===== config.mk =====
export PLATFORM = sky130hd
export DESIGN_NAME = reg_strobe_array
export DESIGN_NICKNAME = d
export VERILOG_FILES = /design/src/rtl/reg_strobe_array.sv
export SDC_FILE = /design/constraint.sdc
export NUM_CORES = 1
export LEC_CHECK = 0
export ABC_AREA = 1
export CAP_MARGIN = 20
export CELL_PAD_IN_SITES_DETAIL_PLACEMENT = 0
export CELL_PAD_IN_SITES_GLOBAL_PLACEMENT = 1
export CORE_MARGIN = 5
export CORE_UTILIZATION = 21
export DETAILED_ROUTE_END_ITERATION = 10
export GPL_ROUTABILITY_DRIVEN = 0
export PLACE_DENSITY_LB_ADDON = 0.1
export SYNTH_ARGS = -nofsm -noshare
export SYNTH_HDL_FRONTEND = slang
export SYNTH_SLANG_ARGS = --single-unit
export TNS_END_PERCENT = 5

===== constraint.sdc =====
create_clock -name clk_i -period 1.3 [get_ports clk_i]
set_input_delay 0.13 -clock clk_i [delete_from_list [all_inputs] [get_ports clk_i]]
set_output_delay 0.13 -clock clk_i [all_outputs]
set_load 0.01 [all_outputs]

===== src/rtl/reg_strobe_array.sv =====
// Wishbone pipelined slave exposing NUM_REGS narrow fields with per-register write/read strobes.
// Optional read strobes (rd_o) are enabled by defining REG_STROBE_ARRAY_RD_STROBE_EN.
module reg_strobe_array #(
  parameter int unsigned       NUM_REGS    = 4,
  parameter int unsigned       DATA_W      = 1,
  parameter int unsigned       FIELD_LSB   = 1,
  parameter logic [DATA_W-1:0] RESET_VALUE = '0
) (
  input  logic                         clk_i,
  input  logic                         rst_i,
  input  logic                         wb_cyc_i,
  input  logic                         wb_stb_i,
  input  logic                         wb_we_i,
  input  logic [5:0]                   wb_adr_i,
  input  logic [3:0]                   wb_sel_i,
  input  logic [31:0]                  wb_dat_i,
  output logic [31:0]                  wb_dat_o,
  output logic                         wb_ack_o,
  output logic                         wb_err_o,
  output logic                         wb_stall_o,
  output logic                         wb_rty_o,
  output logic [NUM_REGS*DATA_W-1:0]   regs_o,
`ifdef REG_STROBE_ARRAY_RD_STROBE_EN
  output logic [NUM_REGS-1:0]          rd_o,
`endif
  output logic [NUM_REGS-1:0]          wr_o
);

  localparam int unsigned         REGS_W     = NUM_REGS * DATA_W;
  localparam logic [NUM_REGS-1:0] STROBE_ONE = NUM_REGS'(1);

  logic                wb_en;
  logic                accept;
  logic                mapped;
  logic [3:0]          idx;
  logic [DATA_W-1:0]   lane_mask;
  logic [DATA_W-1:0]   rd_field;
  logic [31:0]         rd_word;
  logic [REGS_W-1:0]   wr_full_mask;
  logic [REGS_W-1:0]   wr_full_data;

  logic                wr_busy_q;
  logic                rd_busy_q;
  logic                wr_pend_q;
  logic                wr_mapped_q;
  logic [3:0]          wr_idx_q;
  logic [DATA_W-1:0]   wr_data_q;
  logic [DATA_W-1:0]   wr_mask_q;
  logic [REGS_W-1:0]   fields_q;

  logic                unused_inputs;

  always_comb begin
    wb_en      = wb_cyc_i & wb_stb_i;
    accept     = wb_en & ~(wr_busy_q | rd_busy_q);
    idx        = wb_adr_i[5:2];
    mapped     = {28'd0, idx} < NUM_REGS;
    wb_stall_o = wb_en & ~(wb_ack_o | wb_err_o);
    wb_rty_o   = 1'b0;
    regs_o     = fields_q;
  end

  // Each field bit follows the byte lane it occupies in the 32-bit word.
  for (genvar i = 0; i < DATA_W; i++) begin : g_lane
    assign lane_mask[i] = wb_sel_i[(FIELD_LSB + i) / 8];
  end

  always_comb begin
    rd_field = DATA_W'(fields_q >> ({28'd0, idx} * DATA_W));
    rd_word  = '0;
    rd_word[FIELD_LSB +: DATA_W] = rd_field;
    wr_full_mask = REGS_W'(wr_mask_q) << ({28'd0, wr_idx_q} * DATA_W);
    wr_full_data = REGS_W'(wr_data_q) << ({28'd0, wr_idx_q} * DATA_W);
  end

  assign unused_inputs = ^{wb_adr_i[1:0], wb_dat_i, wb_sel_i};

  always_ff @(posedge clk_i) begin
    if (rst_i) begin
      fields_q    <= {NUM_REGS{RESET_VALUE}};
      wb_ack_o    <= 1'b0;
      wb_err_o    <= 1'b0;
      wb_dat_o    <= '0;
      wr_o        <= '0;
`ifdef REG_STROBE_ARRAY_RD_STROBE_EN
      rd_o        <= '0;
`endif
      wr_busy_q   <= 1'b0;
      rd_busy_q   <= 1'b0;
      wr_pend_q   <= 1'b0;
      wr_mapped_q <= 1'b0;
      wr_idx_q    <= '0;
      wr_data_q   <= '0;
      wr_mask_q   <= '0;
    end else begin
      wb_ack_o  <= 1'b0;
      wb_err_o  <= 1'b0;
      wr_o      <= '0;
`ifdef REG_STROBE_ARRAY_RD_STROBE_EN
      rd_o      <= '0;
`endif
      wr_pend_q <= 1'b0;

      // Flags drop at the end of the response cycle, so the next accept is one cycle later.
      if (wb_ack_o | wb_err_o) begin
        wr_busy_q <= 1'b0;
        rd_busy_q <= 1'b0;
      end

      if (accept) begin
        if (wb_we_i) begin
          wr_busy_q   <= 1'b1;
          wr_pend_q   <= 1'b1;
          wr_mapped_q <= mapped;
          wr_idx_q    <= idx;
          wr_data_q   <= wb_dat_i[FIELD_LSB +: DATA_W];
          wr_mask_q   <= lane_mask;
        end else begin
          rd_busy_q <= 1'b1;
          wb_ack_o  <= mapped;
          wb_err_o  <= ~mapped;
          wb_dat_o  <= mapped ? rd_word : 32'd0;
`ifdef REG_STROBE_ARRAY_RD_STROBE_EN
          rd_o      <= mapped ? (STROBE_ONE << idx) : '0;
`endif
        end
      end

      if (wr_pend_q) begin
        wb_ack_o <= wr_mapped_q;
        wb_err_o <= ~wr_mapped_q;
        if (wr_mapped_q) begin
          fields_q <= (fields_q & ~wr_full_mask) | (wr_full_data & wr_full_mask);
          wr_o     <= STROBE_ONE << wr_idx_q;
        end
      end
    end
  end

endmodule


# After elaboration in Yosys (flattened, before gate mapping)
# Index checks and enable logic that the tools add are counted.
# classes
bitwise	16
shift	4
reduce_logical	5
magnitude_cmp	1
mux	14
# ops
cell	count
$mux 1	13
$and 4x4->4	2
$shl 1x4->4	2
$not 1->1	7
$reduce_and 2->1	3
$lt 4x3->1 const B	1
$not 4->4	1
$or 4x4->4	1
$shl 1x4->4 const A	1
$shr 4x4->1	1
$and 1x1->1	3
$reduce_or 3->1	1
$mux 2	1
$or 1x1->1	2
$reduce_or 2->1	1
# totals
register_bits	52
output_inout_bits	44

# Longest topological paths before layout
# logic_depth
ltp_word	5
mapped_depth	7
depth_no_buf	7

# Worst setup path after synthesis
# Ideal clock, no wire load.
# synth_timing
path_type	register -> register
start	reg rd_busy_q
end	reg wr_idx_q[2]
path_stages_with_launch	6
required_ns	1.180
slack_ns	0.351
arrival_time_ns	0.829
setup_ns	0.120
path_cell_list	dfxtp_1 nor2_4 nand3_4 buf_6 o21ai_1 a21oi_1
# synth_between
elab_chain_len	4
# synth_lines
item	line	text
from (decl)	43	logic rd_busy_q;
from (signal assigned)	89	rd_busy_q <= 1'b0;
from (signal assigned)	107	rd_busy_q <= 1'b0;
from (signal assigned)	119	rd_busy_q <= 1'b1;
$or 1x1->1	55	accept = wb_en & ~(wr_busy_q | rd_busy_q);
$not 1->1	55	
$and 1x1->1	55	
$reduce_and 2->1 (no source line)	--	
to (signal assigned)	115	wr_idx_q <= idx;
to (decl)	46	logic [3:0] wr_idx_q;
# Every way passes these cells.
# A chain may end at the register's enable or synchronous reset.

# Worst setup path after layout
# layout_timing
start	reg wr_o[3]
end	out wr_o[3]
# layout_rtl
item	line	text
from (decl)	26	output logic [NUM_REGS-1:0] wr_o
from (signal assigned)	134	wr_o <= STROBE_ONE << wr_idx_q;
# No word-level cell between the ends.

==> metrics.txt <==
area of all sequential standard cells 420 um^2; unrepaired setup endpoints after global routing no; CP Depth 1; main combinational cell family by area after synthesis buffers and inverters; final standard cell utilization of the core 25.9%; CP max FO 1; simple-gate portion of the synthesized area 26.1%; total overflow reported by the global router 0; Gate Count Post-Synth 159; most used standard cell by instance count after synthesis sky130_fd_sc_hd__buf_4; share of power burned in combinational logic 14.0%; sequence of cells on the critical path clkdlybuf4s50_1; total negative setup slack 0 ns; number of remaining DRC errors 0; post-route cell area 1410 um^2; static leakage 0.677 nW; share of Yosys cell area claimed by the top area cell type 36.4%; length in cells of the worst reg-to-reg path 7; clock transition at the register clock pins on the worst setup and hold paths after CTS 0.08 ns; gr usage total 7.87%; maximum number of pins on one net before global-route repair 14; Max Clock Freq 815 MHz; average wire per standard cell 10.2 um; number of nets with antenna violations after routing 0; number of pins with negative max-slew slack in the final report 0; required arrival time at the worst endpoint 1.17 ns; flops & latches, synth 21; hold path cells 3; number of setup violations in the final report 0; main area contributors after synthesis sky130_fd_sc_hd__dfxtp_1 36%, sky130_fd_sc_hd__buf_4 21%, sky130_fd_sc_hd__nand2_1 10%, sky130_fd_sc_hd__nor2_1 6.8%, sky130_fd_sc_hd__inv_1 5.2%; count of fill cells added during filler insertion 628; critical path data arrival time 1.10 ns; CTS max path bufs 2; total via count in the routed design 903; via count of the first global-routing pass 955; synthesized-area fraction occupied by adder cells 0%; width of the chip 84.2 um; crit share post-route 94.4%; proportion of synthesized flip-flops having asynchronous set or reset 0%; largest clock skew in the final design 0.00619 ns; portion of the post-synthesis area used by sequential elements 36.4%; number of warnings printed during yosys synthesis 0; area used by multi-input combinational logic 517 um^2; IR drop worst, VDD 306 uV; ratio of cells with drive above 1 in the final layout 12.2%; Pint 0.000944 W; shortest clock period the worst path allows after layout 1.23 ns; detailed router's first-iteration violation count 24; insertion delay of the later-clocked pin in the worst-skew pair 0.27 ns; standard-cell row count 27; mux share of post-synthesis cell area 0%; fraction of the mapped netlist area in compound gates 8.23%; number of antenna repair diodes 0; endpoint class of the critical path output port; Std-Cell Core Area 5440 um^2; HPWL after detailed placement 2.16 mm; Worst Min Path Start wb_sel_i[0]; xor-xnor portion of the synthesized cell area 0%; Post-Syn Area per Cell 7.26 um^2; slowest cell on the critical path sky130_fd_sc_hd__clkdlybuf4s50_1; port buffer count 22; Initial Utilization 21.2%; critical path's largest stage delay 0.53 ns; count of distinct cell types in the synthesized netlist 23; Largest delay share family, worst path buffers and inverters; CTS H-Tree Depth 1; Hold Path Class in -> reg; Worst Setup Path Type reg -> out; Post-CTS Hold Buffers 0; run status finished clean; worst r2r src wr_pend_q$_SDFF_PP0_; dpl cell area 1370 um^2; cell accounting for the most synthesized area sky130_fd_sc_hd__dfxtp_1; clock network power share 34.1%; post-place setup slack -0.200 ns; vertical die dimension 84.2 um; switching fraction of total power 27.4%; total clock buffers created by CTS 3; post-route total power 0.00130 W; global-route wire length before repair 4.49 mm; kind of start point of the critical path flip-flop; number of enable flip-flop cells after synthesis 0; Hold Vio Cnt, Final 0; die area 7080 um^2; Total Routed Length 2.66 mm; clock root buffer master sky130_fd_sc_hd__clkbuf_8; area of the mapped netlist 1150 um^2; net switching component of the power 0.000357 W; vias per cell 3.47; worst-case hold path end point wr_mask_q$_SDFFE_PP0P_; sequential share of power 51.9%; max_cap viols 0; Commonest cells post-synth 33 x sky130_fd_sc_hd__buf_4, 32 x sky130_fd_sc_hd__nand2_1, 21 x sky130_fd_sc_hd__dfxtp_1, 21 x sky130_fd_sc_hd__nor2_1, 16 x sky130_fd_sc_hd__inv_1; number of sinks on the clock net 21; area overhead of the layout relative to synthesis 21.8%; # Post-CTS Setup Buffers 0; total I/O pin count 91; slack of the critical path 0.0727 ns; number of search-and-repair iterations in the first detailed-routing pass 2; buffer and inverter count on the worst path 1; number of antenna violations at the first check in global routing 0; clock tree from TritonCTS yes; most instantiated flip-flop cell in the synthesis netlist sky130_fd_sc_hd__dfxtp_1; net count of the finished layout 236; setup slack of the most critical reg-to-reg path 0.26 ns; ratio of total power to cell area 925 nW/um^2
-- cell families after synthesis --
kind of cell	count (synthesis)
buffers and inverters	54
DFF	21
AOI/OAI and AO/OA	16
other	1
and+or+nand+nor	67
-- per-layer routing --
layer	part of all wire, %	GRT usage [%]	vias up
li1	-	-	479
met1	44	8.94	391
met2	48	14.0	28
met3	6.1	2.06	5
met4	1.8	3.07	0
met5	0	0	-
-- timing repair --
| item | 4_1_cts | 5_1_grt |
|---|---|---|
| pin swaps | 0 | 0 |
| setup endpoints to repair | 6 | 3 |
| hold endpoints to repair | 0 | 0 |
| resized for setup | 6 | 5 |
| cloned | 0 | 0 |
-- metrics by stage --
| stage | instances | hold WS (ns) |
|---|---|---|
| 2_1_floorplan | 190 | 0.192 |
| 3_3_place_gp | 256 | 0.464 |
| 3_5_place_dp | 256 | 0.462 |
| 4_1_cts | 260 | 0.445 |
| 5_1_grt | 260 | 0.452 |
| 6_report | 260 | 0.454 |
-- power by group through the flow --
stage / Clock (W) / Sequential [W] / Combinational, W
floorplan: 0 / 0.000688 / 0.000184
finish: 0.000444 / 0.000675 / 0.000182
detailed placement: 0 / 0.000691 / 0.000184
global placement: 0 / 0.000691 / 0.000184
global route: 0.000489 / 0.000678 / 0.000208
CTS: 0.000470 / 0.000676 / 0.000182
-- how the worst max path moves through the flow --
| stage | startpoint | to | slack (ns) |
|---|---|---|---|
| 2_1_floorplan | rd_busy_q$_SDFF_PP0_ | wr_idx_q[2]$_SDFFE_PP0P_ | 0.35 |
| 3_3_place_gp | wb_cyc_i | wb_stall_o | -0.16 |
| 3_5_place_dp | wb_cyc_i | wb_stall_o | -0.20 |
| 4_1_cts | flip-flop | regs_o[0] | 0.01 |
| 5_1_grt | wr_o[3]$_SDFF_PP0_ | wr_o[3] | 0.02 |
| 6_report | wr_o[3]$_SDFF_PP0_ | wr_o[3] | 0.07 |
-- final cells by class --
class                           count  share of cell area, %
Clock buffer                        4                   3.20
Inverter                           20                   5.34
Multi-Input combinational cell    115                   36.7
Sequential cell                    21                   29.9
Tap cell                           72                   6.41
Timing Repair Buffer               28                   18.4
-- cell usage in the layout (no fill, tap or decap), drive strengths merged --
cell type,Yosys,final
clkdlybuf4s50,0,14
dlymetal6s2s,0,2
clkinv,1,1
dfxtp,21,21
nor2,23,23
dlygate4sd2,0,5
a21oi,11,11
nand4,1,1
nor3,2,2
nand3,8,8
inv,19,19
clkbuf,0,5
nand2,33,33
buf,34,6
conb,1,32
o21ai,5,5
(Power assumes the default switching activity.)
==> RTL change 1 (config.mk and constraints unchanged) <==
Change the parameter `NUM_REGS` from 4 to 3.
--- a/src/rtl/reg_strobe_array.sv
+++ b/src/rtl/reg_strobe_array.sv
@@ -1,7 +1,7 @@
 // Wishbone pipelined slave exposing NUM_REGS narrow fields with per-register write/read strobes.
 // Optional read strobes (rd_o) are enabled by defining REG_STROBE_ARRAY_RD_STROBE_EN.
 module reg_strobe_array #(
-  parameter int unsigned       NUM_REGS    = 4,
+  parameter int unsigned       NUM_REGS    = 3,
   parameter int unsigned       DATA_W      = 1,
   parameter int unsigned       FIELD_LSB   = 1,
   parameter logic [DATA_W-1:0] RESET_VALUE = '0
Ports: changed (resized regs_o and wr_o); port bits go from 91 to 89. No check against the original RTL was run, so the function may have changed too.
==> RTL change 1 against the original RTL <==
Setup slack got worse by 0.016 ns. Sequential cell count decreased by 2. Total power fell by 8.8%. Combinational power shrank 5%. Synthesized area down 10%. Design area decreased by 10%. Routed wire length down 17%. Sequential share of layout area increased by 0.21 points. Highest routed layer unchanged.
==> RTL change 1: results (changes against the original RTL) <==
- Result of the run: finished clean (unchanged).
* Synthesized area divided by synthesized cell count: 7.24 um2 (was 7.26 um2)
* GR Layer Usage met1: 0.0861 (was 0.0894)
* Net count reported at finish: 217 (was 236)
- The post-route met1 wirelength is 977 um (was 1160 um).
- Sw frac: 0.265 (was 0.274)
- Placed Area: 1220 um2 (was 1370 um2)
- Via count of the first global-routing pass: 770 (was 955)
- The static leakage came to 0.618 nW (was 0.677 nW).
- Most area-consuming cells after synthesis: dfxtp_1 37%, buf_4 23%, nand2_1 11% (was dfxtp_1 36%, buf_4 21%, nand2_1 10%).
* Worst slack at placement: -0.174 ns (was -0.200 ns)
- Largest fanout of any net on the critical path: 2 (was 1)
* Wire length of the first global-routing pass: 3550 um (was 4490 um)
- The sequential fraction of the synthesis area is 0.367 (was 0.364).
* Met3 routing resource usage after global routing: 0.00785 (was 0.0206)
* Fill count: 566 (was 628)
- Data on the critical path arrives at its endpoint at between 1 and 1.5 ns.
* Fraction of final layout cells sized beyond drive strength 1: 0.0947 (was 0.122)
- The amount of wire on met2 after detailed routing is 1010 um (was 1290 um).
* Total via count after detailed routing: 812 (was 903)
- Slowest cell on the critical path: clkdlybuf4s50_1 (unchanged)
- Iteration-0 DRC Markers: 27 (was 24)
- Pin count of the biggest net entering global routing: 13 (was 14)
* Placed instance count: 232 (was 256)
- The share of the synthesized area in compound gates (AO/OA/AOI/OAI) came to 0.0749 (was 0.0823).
- The part of the total power dissipated in sequential elements is 0.512 (was 0.519).
- Cell family with the largest share of critical-path delay: buffers and inverters (unchanged)
* Part of the total power dissipated in combinational logic: 0.146 (was 0.140)
- Worst IR drop on VDD: 293 uV (was 306 uV)
- Non-filler instance count after layout: 236 (was 260)
- The clock reaches the later pin of the worst-skew pair after roughly 0.26 ns.
- The first-pass detailed-route iteration total was 4 (was 2).
- Number of antenna violations at the first check in global routing: 0 (unchanged)
* Clock skew: 0.00681 ns (was 0.00619 ns)
- The routing usage on met2 was 0.122 (was 0.140).
- The xor/xnor cell area share of the yosys netlist is 0 (unchanged).
- The layout-stage area growth over the synthesis result was 22.0% (was 21.8%).
* Top Layer Used: met4 (unchanged)
- After clock tree synthesis, the clock-pin slew on the worst setup and hold paths is 0.07 ns.
- IO Port Bufs: 20 (was 22)
- Post-synthesis mux area share: 0 (unchanged)
* Commonest cells in the netlist: 32 x buf_4, 30 x nand2_1, 20 x nor2_1 (was 33 x buf_4, 32 x nand2_1, 21 x dfxtp_1, 21 x nor2_1, 16 x inv_1)
- The number of distinct standard cells referenced by the synthesized netlist is 19 (was 23).
- Routed wire per std cell: 9.39 um (was 10.2 um)
- CTS H-tree depth: 1 (unchanged)
- The class of the tightest hold or removal check is in -> reg (unchanged).
* Routed wl met3: 172 um (was 163 um)
- Gr usage total: 0.0721 (was 0.0787)
- The number of setup buffers added after CTS came to 0 (unchanged).
* Post-detailed-placement half-perimeter wirelength: 1860 um (was 2160 um)
* Resized cells post-CTS: 4 (was 6)
* Power density over cell area: 939 nW/um2 (was 925 nW/um2)
- The number of antenna cells inserted was 0 (unchanged).
RTL change 1: changes by cell type in the layout (fill, tap and decap cells not counted), moves of 2 or more:
cell,before,now
dfxtp_1,21,19
inv_2,3,1
inv_1,16,12
a21oi_2,3,1
nand2_1,32,30
RTL change 1: final timing paths:
path,startpoint,endpoint,slack (ns),cells past startpoint
worst min register to register,wb_dat_o[1],wb_dat_o[1],0.47,2
worst max-delay path,wb_dat_o[1],wb_dat_o[1],0.06,1
worst max register to register,rd_busy_q,wr_mapped_q,0.22,5
worst min-delay path,wb_sel_i[0],wr_mask_q,0.45,3
RTL change 1: cell type report:
type | instances | share of cell area
clock inverter | 1 | 0.00396
sequential | 19 | 0.301
multi-input combinational | 108 | 0.369
inverter | 13 | 0.0386
clock buffer | 3 | 0.0327
timing repair buffer | 25 | 0.188
tap | 67 | 0.0663
==> RTL change 2 (same settings) <==
Made on the original files. Put one more register stage on the output `wb_err_o`, with the module's reset. The value now appears one clock later. The other outputs are not delayed to match.
--- a/src/rtl/reg_strobe_array.sv
+++ b/src/rtl/reg_strobe_array.sv
@@ -29,6 +29,8 @@
   localparam int unsigned         REGS_W     = NUM_REGS * DATA_W;
   localparam logic [NUM_REGS-1:0] STROBE_ONE = NUM_REGS'(1);
 
+  logic wb_err_s0;
+
   logic                wb_en;
   logic                accept;
   logic                mapped;
@@ -55,7 +57,7 @@
     accept     = wb_en & ~(wr_busy_q | rd_busy_q);
     idx        = wb_adr_i[5:2];
     mapped     = {28'd0, idx} < NUM_REGS;
-    wb_stall_o = wb_en & ~(wb_ack_o | wb_err_o);
+    wb_stall_o = wb_en & ~(wb_ack_o | wb_err_s0);
     wb_rty_o   = 1'b0;
     regs_o     = fields_q;
   end
@@ -79,7 +81,7 @@
     if (rst_i) begin
       fields_q    <= {NUM_REGS{RESET_VALUE}};
       wb_ack_o    <= 1'b0;
-      wb_err_o    <= 1'b0;
+      wb_err_s0   <= 1'b0;
       wb_dat_o    <= '0;
       wr_o        <= '0;
 `ifdef REG_STROBE_ARRAY_RD_STROBE_EN
@@ -94,7 +96,7 @@
       wr_mask_q   <= '0;
     end else begin
       wb_ack_o  <= 1'b0;
-      wb_err_o  <= 1'b0;
+      wb_err_s0 <= 1'b0;
       wr_o      <= '0;
 `ifdef REG_STROBE_ARRAY_RD_STROBE_EN
       rd_o      <= '0;
@@ -102,7 +104,7 @@
       wr_pend_q <= 1'b0;
 
       // Flags drop at the end of the response cycle, so the next accept is one cycle later.
-      if (wb_ack_o | wb_err_o) begin
+      if (wb_ack_o | wb_err_s0) begin
         wr_busy_q <= 1'b0;
         rd_busy_q <= 1'b0;
       end
@@ -118,7 +120,7 @@
         end else begin
           rd_busy_q <= 1'b1;
           wb_ack_o  <= mapped;
-          wb_err_o  <= ~mapped;
+          wb_err_s0 <= ~mapped;
           wb_dat_o  <= mapped ? rd_word : 32'd0;
 `ifdef REG_STROBE_ARRAY_RD_STROBE_EN
           rd_o      <= mapped ? (STROBE_ONE << idx) : '0;
@@ -128,7 +130,7 @@
 
       if (wr_pend_q) begin
         wb_ack_o <= wr_mapped_q;
-        wb_err_o <= ~wr_mapped_q;
+        wb_err_s0 <= ~wr_mapped_q;
         if (wr_mapped_q) begin
           fields_q <= (fields_q & ~wr_full_mask) | (wr_full_data & wr_full_mask);
           wr_o     <= STROBE_ONE << wr_idx_q;
@@ -137,5 +139,13 @@
     end
   end
 
+  always_ff @(posedge clk_i) begin
+    if (rst_i) begin
+      wb_err_o <= '0;
+    end else begin
+      wb_err_o <= wb_err_s0;
+    end
+  end
+
 endmodule
 
Behaviour: not the same (Yosys sat finds a counterexample within 4 cycles, from zero or initial values and one cycle with rst_i high).
==> RTL change 2 against the original RTL <==
Setup slack worse by 0.020 ns. Synthesized cell count increased by 1.3%. Sequential share of layout area up 1.4 points. Sequential power rose by 3.9%. Routed wire length decreased by 1.1%. Sequential cell count grew 1. Combinational power is 4% lower. Synthesized area grew 0.11%. Design area up 0.18%. Clock skew shrank 0.0048 ns. Total power grew 5.9%.
==> RTL change 2: results (changes against the original RTL) <==
- Total via count after detailed routing: 897 (was 903)
* Routed wl met3: 159 um (was 163 um)
- The largest net degree at the start of global routing came to 13 (was 14).
* Power of the clock network: 0.502 mW (was 0.444 mW)
- Worst slack at placement: -0.191 ns (was -0.200 ns)
- Most area-consuming cells after synthesis: dfxtp_1 38%, buf_4 21%, nand2_1 11% (was dfxtp_1 36%, buf_4 21%, nand2_1 10%)
- The global router's overall resource usage was 0.0755 (was 0.0787).
* Via count of the first global-routing pass: 931 (was 955)
- The share of the synthesized area in compound gates (AO/OA/AOI/OAI) is 0.0606 (was 0.0823).
* Cell family with the largest share of critical-path delay: buffers and inverters (unchanged)
* Placed Area: 1360 um2 (was 1370 um2)
- Grt met2 use: 0.135 (was 0.140)
- Routed length on met1: 1150 um (was 1160 um)
- The switching component of the power was 0.356 mW (was 0.357 mW).
- The number of distinct standard cells referenced by the synthesized netlist came to 19 (was 23).
- The worst-case clock skew came to 0.00143 ns (was 0.00619 ns).
- Largest fanout of any net on the critical path: 1 (unchanged)
- Net count reported at finish: 236 (unchanged)
* GR Layer Usage met1: 0.0870 (was 0.0894)
* Total setup buffers inserted after CTS: 0 (unchanged)
- Combinational gate power: 0.175 mW (was 0.182 mW)
* Post-detailed-placement half-perimeter wirelength: 2140 um (was 2160 um)
* Wire length of the first global-routing pass: 4420 um (was 4490 um)
* Wire length on met2: 1310 um (was 1290 um)
* Leakage power: 0.664 nW (was 0.677 nW)
- The clock-pin slew of the registers on the worst-case setup and hold paths is 0.08 ns (about the same).
* Met3 routing resource usage after global routing: 0.0304 (was 0.0206)
- The combinational share of power is 0.127 (was 0.140).
- Commonest cells in the netlist: 34 x nand2_1, 33 x buf_4, 23 x nor2_1 (was 33 x buf_4, 32 x nand2_1, 21 x dfxtp_1, 21 x nor2_1, 16 x inv_1).
- Result of the run: finished clean (unchanged)
- The number of synthesis warnings came to 0 (unchanged).
- The number of antenna cells inserted was 0 (unchanged).
- Number of antenna violations at the first check in global routing: 0 (unchanged)
- The sequential fraction of the synthesis area was 0.381 (was 0.364).
- The first-pass detailed-route iteration total was 6 (was 2).
- Routed wire per std cell: 10.1 um (was 10.2 um)
- Worst IR drop on VDD: 597 uV (was 306 uV)
- The arrival time of data at the critical path endpoint is 1.12 ns (was 1.10 ns).
* Synthesized area divided by synthesized cell count: 7.18 um2 (was 7.26 um2)
- The count of routing violations after the opening detailed-route iteration was 13 (was 24).
- Fraction of final layout cells sized beyond drive strength 1: 0.101 (was 0.122)
## RTL change 2: final timing paths
| check | start | to | slack, ns | cells after the start |
|---|---|---|---|---|
| min | wb_dat_i[1] | wr_data_q | 0.43 | 3 |
| max | wr_o[2] | wr_o[2] | 0.05 | 1 |
| min reg2reg | wb_err_s0 | wb_err_o | 0.46 | 2 |
| max reg2reg | rd_busy_q | wr_mask_q | 0.19 | 5 |
## RTL change 2: cell type report
type,count,area (um2)
inverter,18,67.6
multi-input combinational,117,500
fill,623,4030
timing repair buffer,27,255
sequential,22,440
clock buffer,4,55.1
tap,72,90.1
## RTL change 2: cells by family (layout without fill, tap and decap cells)
group / after synthesis / after routing
AND/OR/NAND/NOR: 71 / 71
AO/OA/AOI/OAI: 14 / 14
other: 1 / 32
flip-flops: 22 / 22
buffers and inverters: 53 / 49
## RTL change 2: what timing repair did
item / 4_1_cts / 5_1_grt
setup endpoints to repair: 6 / 2
endpoints found under the hold margin: 0 / 0
pin swaps: 0 / 0
resized for setup: 6 / 2
